$ cat src/rtl/systolic_feeder.sv
// Input skew stage for an N x N systolic PE array: buffers A by rows and B by columns,
// then streams them diagonally skewed with zero padding for FEED_LEN = 3N-2 cycles.
module systolic_feeder #(
  parameter int DATA_WIDTH = 8,
  parameter int N          = 4
) (
  input  logic                    clk,
  input  logic                    rst_n,
  input  logic                    a_wr_en,
  input  logic [$clog2(N)-1:0]    a_wr_idx,
  input  logic [DATA_WIDTH*N-1:0] a_wr_data,
  input  logic                    b_wr_en,
  input  logic [$clog2(N)-1:0]    b_wr_idx,
  input  logic [DATA_WIDTH*N-1:0] b_wr_data,
  input  logic                    start,
  output logic                    busy,
  output logic                    done,
  output logic [DATA_WIDTH*N-1:0] a_out,
  output logic [DATA_WIDTH*N-1:0] b_out,
  output logic                    we_out
);

  localparam int FEED_LEN = 3*N - 2;
  localparam int TW       = $clog2(FEED_LEN);
  localparam int IW       = $clog2(N);

  typedef enum logic {IDLE, FEED} state_t;

  state_t                  state, state_next;
  logic [TW-1:0]           t, t_next;
  logic                    feed_active;
  logic                    busy_next, done_next, we_next;
  logic [DATA_WIDTH*N-1:0] a_next, b_next;
  logic [TW-1:0]           k;
  logic                    wr_ok;

  // a_buf[i][k] = A[i][k]; b_buf[j][k] = B[k][j]
  logic [DATA_WIDTH-1:0] a_buf [N][N];
  logic [DATA_WIDTH-1:0] b_buf [N][N];

  assign wr_ok = (state == IDLE) && !start;

  always_ff @(posedge clk) begin
    if (rst_n) begin
      for (int unsigned i = 0; i < N; i++) begin
        for (int unsigned j = 0; j < N; j++) begin
          a_buf[i][j] <= '0;
          b_buf[i][j] <= '0;
        end
      end
    end else if (wr_ok) begin
      for (int unsigned j = 0; j < N; j++) begin
        if (a_wr_en) a_buf[a_wr_idx][j] <= a_wr_data[j*DATA_WIDTH +: DATA_WIDTH];
        if (b_wr_en) b_buf[b_wr_idx][j] <= b_wr_data[j*DATA_WIDTH +: DATA_WIDTH];
      end
    end
  end

  always_comb begin
    state_next  = state;
    t_next      = t;
    feed_active = 1'b0;
    busy_next   = 1'b0;
    done_next   = 1'b0;
    we_next     = 1'b0;
    case (state)
      IDLE: begin
        if (start) begin
          state_next  = FEED;
          t_next      = '0;
          feed_active = 1'b1;
          busy_next   = 1'b1;
          we_next     = 1'b1;
        end
      end
      FEED: begin
        if (t == TW'(FEED_LEN - 1)) begin
          state_next = IDLE;
          t_next     = '0;
          done_next  = 1'b1;
        end else begin
          t_next      = t + 1'b1;
          feed_active = 1'b1;
          busy_next   = 1'b1;
          we_next     = 1'b1;
        end
      end
      default: state_next = IDLE;
    endcase
  end

  // Lane i carries element t-i of its row/column; k wraps when t < i, hence the lower bound test.
  always_comb begin
    a_next = '0;
    b_next = '0;
    k      = '0;
    for (int unsigned i = 0; i < N; i++) begin
      k = t_next - TW'(i);
      if (feed_active && (t_next >= TW'(i)) && (k < TW'(N))) begin
        a_next[i*DATA_WIDTH +: DATA_WIDTH] = a_buf[i][k[IW-1:0]];
        b_next[i*DATA_WIDTH +: DATA_WIDTH] = b_buf[i][k[IW-1:0]];
      end
    end
  end

  always_ff @(posedge clk) begin
    if (rst_n) begin
      state  <= IDLE;
      t      <= '0;
      busy   <= 1'b0;
      done   <= 1'b0;
      we_out <= 1'b0;
      a_out  <= '0;
      b_out  <= '0;
    end else begin
      state  <= state_next;
      t      <= t_next;
      busy   <= busy_next;
      done   <= done_next;
      we_out <= we_next;
      a_out  <= a_next;
      b_out  <= b_next;
    end
  end

endmodule

$ cat config.mk
export PLATFORM = sky130hd
export DESIGN_NAME = systolic_feeder
export DESIGN_NICKNAME = d
export VERILOG_FILES = /design/src/rtl/systolic_feeder.sv
export SDC_FILE = /design/constraint.sdc
export NUM_CORES = 1
export LEC_CHECK = 0
export CAP_MARGIN = 20
export CORE_AREA = 4 4 182 255
export CTS_CLUSTER_DIAMETER = 120
export DETAILED_ROUTE_END_ITERATION = 12
export DIE_AREA = 0 0 186 259
export SKIP_LAST_GASP = 1
export SYNTH_ARGS = -nofsm -noshare
export SYNTH_HDL_FRONTEND = slang
export SYNTH_SLANG_ARGS = --single-unit
export TNS_END_PERCENT = 20
$ cat constraint.sdc
create_clock -name clk -period 6.9 [get_ports clk]
set_input_delay 2.07 -clock clk [delete_from_list [all_inputs] [get_ports clk]]
set_output_delay 2.07 -clock clk [all_outputs]
set_load 0.1 [all_outputs]
==> metrics.json <==
{
  "run_status": {"value": "complete, no violations"},
  "fp.dieW": {"value": 186, "unit": "µm"},
  "finalSetupViolCount": {"value": 0},
  "worst_setup_path_startpoint": {"value": "start"},
  "synth.avg_cell_area": {"value": 15.75, "unit": "µm²"},
  "rrSetupSlack": {"value": 3.09, "unit": "ns"},
  "reg2regPathDepth": {"value": 9},
  "p_total": {"value": 4482, "unit": "µW"},
  "synth.distinct_cells": {"value": 52},
  "critical_path.reg2reg.startpoint": {"value": "busy$_SDFF_PP0_"},
  "synth_top_area_share": {"value": 0.5657},
  "power.net_switching": {"value": 1028, "unit": "µW"},
  "comb_power_share": {"value": 0.093},
  "synth_warnings": {"value": 0},
  "power.ir.vdd_worst": {"value": 161.1, "unit": "µV"},
  "postCtsHoldBufs": {"value": 0},
  "grt.total_usage": {"value": 0.1423},
  "worst-endpoint-required": {"value": 7.33, "unit": "ns"},
  "synth_edf_count": {"value": 256},
  "die-area": {"value": 0.04817, "unit": "mm²"},
  "grt_start_max_net_pins": {"value": 35},
  "worst_slew_margin_rel": {"value": 0.2650},
  "antenna_left": {"value": 0},
  "post_drt_via_cell_ratio": {"value": 4.700},
  "routed-via-count": {"value": 7473},
  "drt_drc_violations_left": {"value": 0},
  "fill_cells": {"value": 4129},
  "synth.top_cells.by_area": {"value": "sky130_fd_sc_hd__edfxtp_1 57%, sky130_fd_sc_hd__and2_1 13%, sky130_fd_sc_hd__dfxtp_1 10%"},
  "worst_hold_path_type": {"value": "reg -> reg"},
  "power.clock.fraction": {"value": 0.412},
  "timing.critical_path.to": {"value": "a_out[24]$_SDFF_PP0_"},
  "synth.cell_area": {"value": 0.01359, "unit": "mm²"},
  "synth_ff_type": {"value": "sky130_fd_sc_hd__edfxtp_1"},
  "grt_pass1_wl": {"value": 50780, "unit": "µm"},
  "cts_root_buffer": {"value": "sky130_fd_sc_hd__clkbuf_16"},
  "placement.io_buffers": {"value": 139},
  "final_min_period_over_clock_period": {"value": 0.7294},
  "synthesis.nets": {"value": 942},
  "cts_post_setup_buffers_inserted": {"value": 0},
  "fin_crit": {"value": 5.033, "unit": "ns"},
  "antenna_found_initial": {"value": 4},
  "ioPinCount": {"value": 140},
  "register_area": {"value": 0.009089, "unit": "mm²"},
  "arrival": {"value": 5.46, "unit": "ns"},
  "max-clock-path-buffers": {"value": 3},
  "synthToLayoutAreaGrowth": {"value": 22.54, "unit": "%"},
  "fin_worst_hold_slack": {"value": 0.6642, "unit": "ns"},
  "dp_hpwl": {"value": 23220, "unit": "µm"},
  "postSynthCellCount": {"value": 863},
  "mostFrequentLayoutCells": {"value": "273 x sky130_fd_sc_hd__and2_1, 256 x sky130_fd_sc_hd__edfxtp_1, 139 x sky130_fd_sc_hd__clkdlybuf4s50_1"},
  "drv.max_cap_violation_count": {"value": 0},
  "power.share.switching": {"value": 0.2294},
  "cellInternalPower": {"value": 3454, "unit": "µW"},
  "clock-sinks": {"value": 326},
  "cts.htree.levels": {"value": 2},
  "initialDrtViolationCount": {"value": 356},
  "routed_wl": {"value": 34260, "unit": "µm"},
  "multi_input_comb_area": {"value": 0.004167, "unit": "mm²"},
  "global_route.overflow_total": {"value": 0},
  "power-per-cell-area": {"value": 269.1, "unit": "mW/mm²"},
  "ctsResizeCount": {"value": 0},
  "clk_latency": {"value": 0.52, "unit": "ns"},
  "worst_tran_pin_value": {"value": 1.099, "unit": "ns"},
  "worst_slack": {"value": 1.867, "unit": "ns"},
  "dr.pass1.iters": {"value": 4},
  "final.setup.tns": {"value": 0, "unit": "ns"},
  "power.static_leakage": {"value": 0.006017, "unit": "µW"},
  "library_cell_occupying_the_most_area_in_the_post_synthesis_netlist": {"value": "sky130_fd_sc_hd__edfxtp_1"},
  "final_layout_size_suffix_gt1_frac": {"value": 0.1483},
  "cts_tree": {"value": "built"},
  "pwr-share-seq": {"value": 0.495},
  "peak_clock_frequency_supported_by_timing": {"value": 198.7, "unit": "MHz"},
  "final_net_count": {"value": 1085},
  "timing.final.max_slew_violations": {"value": 0},
  "yosys_register_bits": {"value": 326},
  "clock-skew-final": {"value": 0.02174, "unit": "ns"},
  "pre_cts_ws": {"value": 1.250, "unit": "ns"},
  "fp.dieH": {"value": 259, "unit": "µm"},
  "synth_sequential_area_ratio": {"value": 0.6688},
  "setup.worst_path.class": {"value": "in -> reg"},
  "clk_pin_slew_worst_paths": {"value": 0.06, "unit": "ns"},
  "async_flop_share": {"value": 0},
  "hold_violations": {"value": 0},
  "placement_rows": {"value": 91},
  "route.detailed.wl_per_inst": {"value": 21.55, "unit": "µm"},
  "worstSetupEndpointType": {"value": "register"},
  "first_global_vias": {"value": 7902},
  "gpl_congestion": {"value": 0.7760},
  "holdCritStartpoint": {"value": "b_buf[2][22]$_SDFFCE_PN0P_"},
  "setup.worst_path.start_class": {"value": "primary input"},
  "fp.coreArea": {"value": 0.04395, "unit": "mm²"},
  "cts_made_buffers": {"value": 35},
  "mostFrequentLayoutCell": {"value": "sky130_fd_sc_hd__and2_1"},
  "start_util": {"value": 0.3092},
  "antennaDiodeCount": {"value": 0},
  "worst_reg2reg_path_endpoint": {"value": "a_out[24]$_SDFF_PP0_"},
  "rsz0062_at_grt": {"value": "no"},
  "path_max_fanout": {"value": 19}
}
-- cells in the mapped netlist, drive strengths merged, types with 3 or more instances --
master and n:
and2 273, edfxtp 256, dfxtp 70, mux4 64, clkbuf 29, nand2 26
buf 20, a21oi 19, nor3b 18, and3 17, nor2 11, or2 9
ha 6, inv 6, nor3 6, nand3 3
-- stage by stage --
stage,instance area [µm²],std cells,utilization
after floorplan,13590,863,-
after global placement,15490,1525,0.3524
after detailed placement,15520,1526,0.3531
after CTS,16640,1589,0.3786
after global routing,16650,1590,0.3789
final,16650,1590,0.3789
-- logic make-up (layout without fill, tap and decap cells) --
kind of cell / count (synthesis) / in the layout / synth area share
simple gates: 375 / 375 / 0.1719
buf+inv: 57 / 226 / 0.02661
flops: 326 / 326 / 0.6688
mux: 64 / 64 / 0.1086
fa+ha+maj: 6 / 6 / 0.005524
compound gates: 33 / 33 / 0.01731
xor+xnor: 2 / 2 / 0.001289
-- worst min-delay path by stage --
stage	to	slack (ns)	depth (start not counted)
2_1_floorplan	a_out[16]$_SDFF_PP0_	0.64	2
3_5_place_dp	b_out[22]$_SDFF_PP0_	0.65	2
6_report	b_out[22]$_SDFF_PP0_	0.66	2
5_1_grt	b_out[17]$_SDFF_PP0_	0.68	2
4_1_cts	b_out[17]$_SDFF_PP0_	0.67	2
3_3_place_gp	a_out[19]$_SDFF_PP0_	0.64	2
-- flip-flops by register name, summed over array words and instances (netlist names) --
signal  flops
b_out      32
done        1
busy        1
a_out      32
t           4
a_buf     128
b_buf     128
-- final cells by class --
cell class	count	share of cell area
flip-flops and latches	326	0.5458
multi-input cells	480	0.2502
repair buffers	157	0.09310
clock buffers	50	0.05778
well taps	558	0.04193
clock inverters	13	0.009693
inverters	6	0.001503
-- power by group through the flow --
stage	Clock (µW)	Sequential, µW	Combinational (µW)
2_1_floorplan	0	2310	213
3_3_place_gp	0	2260	421
3_5_place_dp	0	2260	425
4_1_cts	1900	2220	426
5_1_grt	1970	2230	442
6_report	1850	2220	415
-- metal layers --
metal  wire (µm)  vias up  share of wire  track usage
li1            -     3420              -            -
met1       13860     3796           0.40       0.1760
met2       17690      200           0.52       0.2526
met3        2131       49          0.062      0.03364
met4         523        8          0.015      0.03017
met5          56        -         0.0016            0
-- critical path, stage by stage --
cell and delay (ns):
sky130_fd_sc_hd__clkdlybuf4s50_1 0.51, sky130_fd_sc_hd__or3b_1 0.44, sky130_fd_sc_hd__o311ai_4 0.22, sky130_fd_sc_hd__buf_4 0.43, sky130_fd_sc_hd__ha_1 0.21, sky130_fd_sc_hd__o21ai_0 0.12
sky130_fd_sc_hd__nand4_1 0.12, sky130_fd_sc_hd__nand4_1 0.64, sky130_fd_sc_hd__buf_4 0.47, sky130_fd_sc_hd__a21oi_1 0.19
No activity file was read; power rests on OpenSTA's default activity.
==> variant 1: new RTL, config.mk and constraints unchanged <==
Put one more register stage on the output `we_out`. The value now appears one clock later. The other outputs are not delayed to match.
--- a/src/rtl/systolic_feeder.sv
+++ b/src/rtl/systolic_feeder.sv
@@ -25,6 +25,8 @@
   localparam int IW       = $clog2(N);
 
   typedef enum logic {IDLE, FEED} state_t;
+
+  logic we_s0;
 
   state_t                  state, state_next;
   logic [TW-1:0]           t, t_next;
@@ -109,7 +111,7 @@
       t      <= '0;
       busy   <= 1'b0;
       done   <= 1'b0;
-      we_out <= 1'b0;
+      we_s0 <= 1'b0;
       a_out  <= '0;
       b_out  <= '0;
     end else begin
@@ -117,11 +119,15 @@
       t      <= t_next;
       busy   <= busy_next;
       done   <= done_next;
-      we_out <= we_next;
+      we_s0 <= we_next;
       a_out  <= a_next;
       b_out  <= b_next;
     end
   end
 
+  always_ff @(posedge clk) begin
+    we_out <= we_s0;
+  end
+
 endmodule
 
Check against the original RTL: not settled (the Yosys comparison gave no result); the edit may change what the design does.
==> variant 1 against the original RTL <==
Cell area shrank 0.17%; sequential share of layout area grew 0.21 points; synthesized area shrank 0.12%; maximum frequency grew 9.6%; total power shrank 0.82%; hold slack lost 19 ps; worst setup slack gained 440 ps; sequential cell count grew 1; count of clock-buffer cells in the layout grew 6; routed wire length grew 1.9%; cell count shrank 0.25%; largest cell class unchanged.
==> variant 1: results (changes against the original RTL) <==
[outcome]
outcome = complete, no violations

[power_and_ir_drop]
leakagePower_uw = 0.00595  ; -1.2%
irDropWorstVdd_uv = 165  ; +2.5%

[timing]
skew_ps = 12.2  ; -9.57 ps
worst_pin_slew_ps = 1040  ; -59.2 ps

[worst_setup_path]
slowest_delay_ps = 690  ; +50 ps
critical-path-top-delay-family = simple AND/OR/NAND/NOR gates
crit_fanout = 33  ; +14
cp_slowest_cell = or2_2

[placed_design]
hpwl_um = 23800  ; +2.3%
dpl.cell_count = 1524  ; -0.13%
place_ws_ps = 1730  ; +479 ps
place_congestion = 0.788  ; +1.6%

[global_route]
antenna_found_initial = 1  ; -3
grt_pass1_vias = 7836  ; -0.84%
met3_usage_pct = 2.72  ; -0.64 points
grt_max_degree = 36  ; +2.9%
grt_pass1_wl_um = 50600  ; -0.26%
grtUsageMet1_pct = 17.6  ; +0.035 points
grt_use_met2_pct = 24.7  ; -0.56 points
grtUsageTotal_pct = 14.3  ; +0.052 points

[synth]
synth.avg_cell_area_um2 = 15.8  ; +0.11%
synth_compound_area_share_pct = 1.68  ; -0.053 points
yosys.area_share.adder_pct = 0.553  ; +0.00066 points
synth-seq-area-share_pct = 67.1  ; +0.23 points
ys_top_cells_by_area = edfxtp_1 57%, and2_1 13%, mux4_2 11%
synthDistinctLibCells = 47  ; -9.6%
synthXorXnorAreaFrac_pct = 0.184  ; +0.055 points
synth.mux.area_fraction_pct = 10.6  ; -0.24 points
syn_nets = 940  ; -0.21%
synth_common_cells = 272 x and2_1, 256 x edfxtp_1, 71 x dfxtp_1

[routing]
wl_met2_um = 17600  ; -0.27%
wl_met3_um = 2300  ; +8.0%
vias = 7602  ; +1.7%
met1_length_um = 13500  ; -2.3%
top_layer = met4
initialDrtViolationCount = 534  ; +50%
drt_first_pass_iters = 4  ; unchanged
wirelength_um = 34900  ; +1.9%

[cts]
cts_setup_buffers = 0  ; unchanged
clock_latency_ps = 500  ; -20 ps
clockBufferDepth = 3  ; unchanged

[layout]
finalNonFillerCells = 1586  ; -0.25%
drive_above_1_share_pct = 15.9  ; +1.0 points
multi_input_area_um2 = 4170  ; +0.18%
fillCellCount = 4137  ; +0.19%
nets = 1082  ; -0.28%

## variant 1: report_power, final
part,internal [µW],switching (µW)
Clock,1070,727
Sequential,2200,24.0
Combinational,166,254
## variant 1: final cells by class
type	instances	area share (%)
multi-input cells	478	25.1
flip-flops and latches	327	54.8
inverters	6	0.151
clock buffers	56	6.50
clock inverters	6	0.166
well taps	558	4.20
repair buffers	155	9.09
## variant 1: path summary, 6_finish.rpt
kind	to	slack, ps	from	cells past startpoint
min	we_out	650	busy	0
max reg2reg	a_out[8]	3810	busy	6
min reg2reg	we_out	650	busy	0
max	b_buf[3][0]	2310	rst_n	7
## variant 1: worst register-to-register path, cell delays in order, from the launching register on
cell	delay (ps)
dfxtp_1	700
nor3b_2	140
or2_4	310
inv_4	480
buf_4	530
mux4_2	610
nor3b_1	160
## variant 1: cell families after synthesis
family / Yosys count
fa+ha+maj: 6
simple gates: 375
mux: 64
buf+inv: 56
flops: 327
xor+xnor: 2
compound gates: 31
==> variant 2: new RTL, same flow settings <==
Made on the original files. Set the parameter `DATA_WIDTH` to 12 (it was 8).
--- a/src/rtl/systolic_feeder.sv
+++ b/src/rtl/systolic_feeder.sv
@@ -1,7 +1,7 @@
 // Input skew stage for an N x N systolic PE array: buffers A by rows and B by columns,
 // then streams them diagonally skewed with zero padding for FEED_LEN = 3N-2 cycles.
 module systolic_feeder #(
-  parameter int DATA_WIDTH = 8,
+  parameter int DATA_WIDTH = 12,
   parameter int N          = 4
 ) (
   input  logic                    clk,
Ports: changed (resized a_out, a_wr_data, b_out and b_wr_data); port bits go from 140 to 204. No check against the original RTL was run, so the function may have changed too.
==> variant 2 against the original RTL <==
Cell area is 45% higher; via count rose by 44%; worst setup slack improved by 17 ps; routed wire length grew 32%; total power rose by 42%; cell count is 29% higher; synthesized area grew 47%; core utilization is 17 points higher; critical path depth shrank 2; sequential cell count increased by 160.
==> variant 2: results (changes against the original RTL) <==
[flow_run]
cap_violations = 0  ; unchanged

[routing]
drt_first_pass_iters = 4  ; unchanged
initialDrtViolationCount = 569  ; +60%
viasPerCell = 5.24  ; +11%
post_drt_wl_per_cell_um = 22.1  ; +2.5%

[placed_design]
place_congestion = 0.795  ; +2.4%
hpwl_um = 29100  ; +25%
io_buffers = 203  ; +46%

[worst_setup_path]
cp_slowest_cell = buf_4
slowest_delay_ps = 720  ; +80 ps
reg2reg_depth = 7  ; -2
crit_fanout = 39  ; +20
arrival_ps = 5510  ; +50 ps

[global_route]
grt_pass1_wl_um = 68800  ; +35%
antenna_found_initial = 1  ; -3
grt_max_degree = 51  ; +46%
grt_pass1_vias = 11367  ; +44%
grtUsageTotal_pct = 19.0  ; +4.8 points

[synth]
synth-seq-area-share_pct = 67.9  ; +1.0 points
synth-edff-count = 384  ; +50%
ys_top_cells_by_area = edfxtp_1 58%, and2_1 13%, mux4_2 11%
synthDistinctLibCells = 51  ; -1.9%
syn_nets = 1365  ; +45%
synth_common_cells = 409 x and2_1, 384 x edfxtp_1, 102 x dfxtp_1

[power_and_ir_drop]
leakagePower_uw = 0.00871  ; +45%
irDropWorstVdd_uv = 247  ; +53%

[layout]
biggestRegsByFlops = a_buf x192, b_buf x192
fillCellCount = 3569  ; -14%
nets = 1564  ; +44%
drive_above_1_share_pct = 15.9  ; +1.1 points

[cts]
post_cts_resized = 0  ; unchanged
holdBufCountCts = 0  ; unchanged
clock_latency_ps = 550  ; +30 ps
clockBufferDepth = 3  ; unchanged
cts_inserted_buffers = 46  ; +31%

[timing]
slew_headroom_pct = 30.4  ; +3.9 points
skew_ps = 18.3  ; -3.42 ps

[outcome]
outcome = complete, no violations

[variant 2: cell count changes in the layout (fill, tap and decap cells not counted), sizes merged, moves of 8 or more]
cell | before | now
and2 | 273 | 409
edfxtp | 256 | 384
clkdlybuf4s50 | 139 | 203
dfxtp | 70 | 102
mux4 | 64 | 96
clkbuf | 50 | 68
buf | 18 | 30
a21oi | 19 | 27
and3 | 17 | 25
nand2 | 26 | 34
nor3b | 18 | 26
[variant 2: area by class of cell]
class	count	share of cell area, %
clock buffer	68	5.37
clock inverter	17	0.659
inverter	6	0.114
multi-input combinational	680	24.8
sequential	486	56.3
tap	558	2.90
timing repair buffer	233	9.79
[variant 2: routing by layer]
layer | share of wire (%) | track usage, % | vias to the layer above
met5 | 0 | 0 | -
met4 | 2.4 | 4.82 | 0
met3 | 4.4 | 2.69 | 74
met2 | 55 | 35.3 | 275
met1 | 38 | 23.1 | 5449
li1 | - | - | 4933
[variant 2: logic make-up (layout without fill, tap and decap cells)]
kind of cell	after synthesis	count (layout)	share of synthesized area [%]
fa+ha+maj	6	6	0.376
compound gates	41	41	1.33
xor+xnor	2	2	0.0876
simple gates	535	535	17.1
mux	96	96	10.8
flops	486	486	67.9
buf+inv	88	324	2.42
[variant 2: per-stage QoR]
| step | cells | total power, µW | util [%] | setup WS [ps] | instance area (µm²) |
|---|---|---|---|---|---|
| floorplan | 1254 | 3760 | - | 2380 | 20000 |
| global placement | 1957 | 3970 | 51.2 | 1090 | 22500 |
| detailed placement | 1959 | 3980 | 51.3 | 1270 | 22600 |
| CTS | 2044 | 6440 | 54.6 | 1850 | 24000 |
| global route | 2048 | 6610 | 54.8 | 1710 | 24100 |
| finish | 2048 | 6370 | 54.8 | 1880 | 24100 |
[variant 2: path summary, 6_finish.rpt]
path	start	end	slack, ps
setup / recovery	start	a_out[26]	1880
hold / removal	a_buf[2][0]	a_out[24]	660
setup reg to reg	busy	a_out[26]	2970
hold reg to reg	a_buf[2][0]	a_out[24]	660
[variant 2: critical path: cells and delay by family]
kind	cells	cell delay, ps
simple gates	3	1300
buf+inv	3	1620
compound gates	2	470
[variant 2: report_power, final]
group          internal, µW  switching [µW]  leakage, µW  total (µW)
sequential             3270            34.2      0.00473        3310
combinational           255             348      0.00327         603
clock                  1410            1050     0.000710        2460
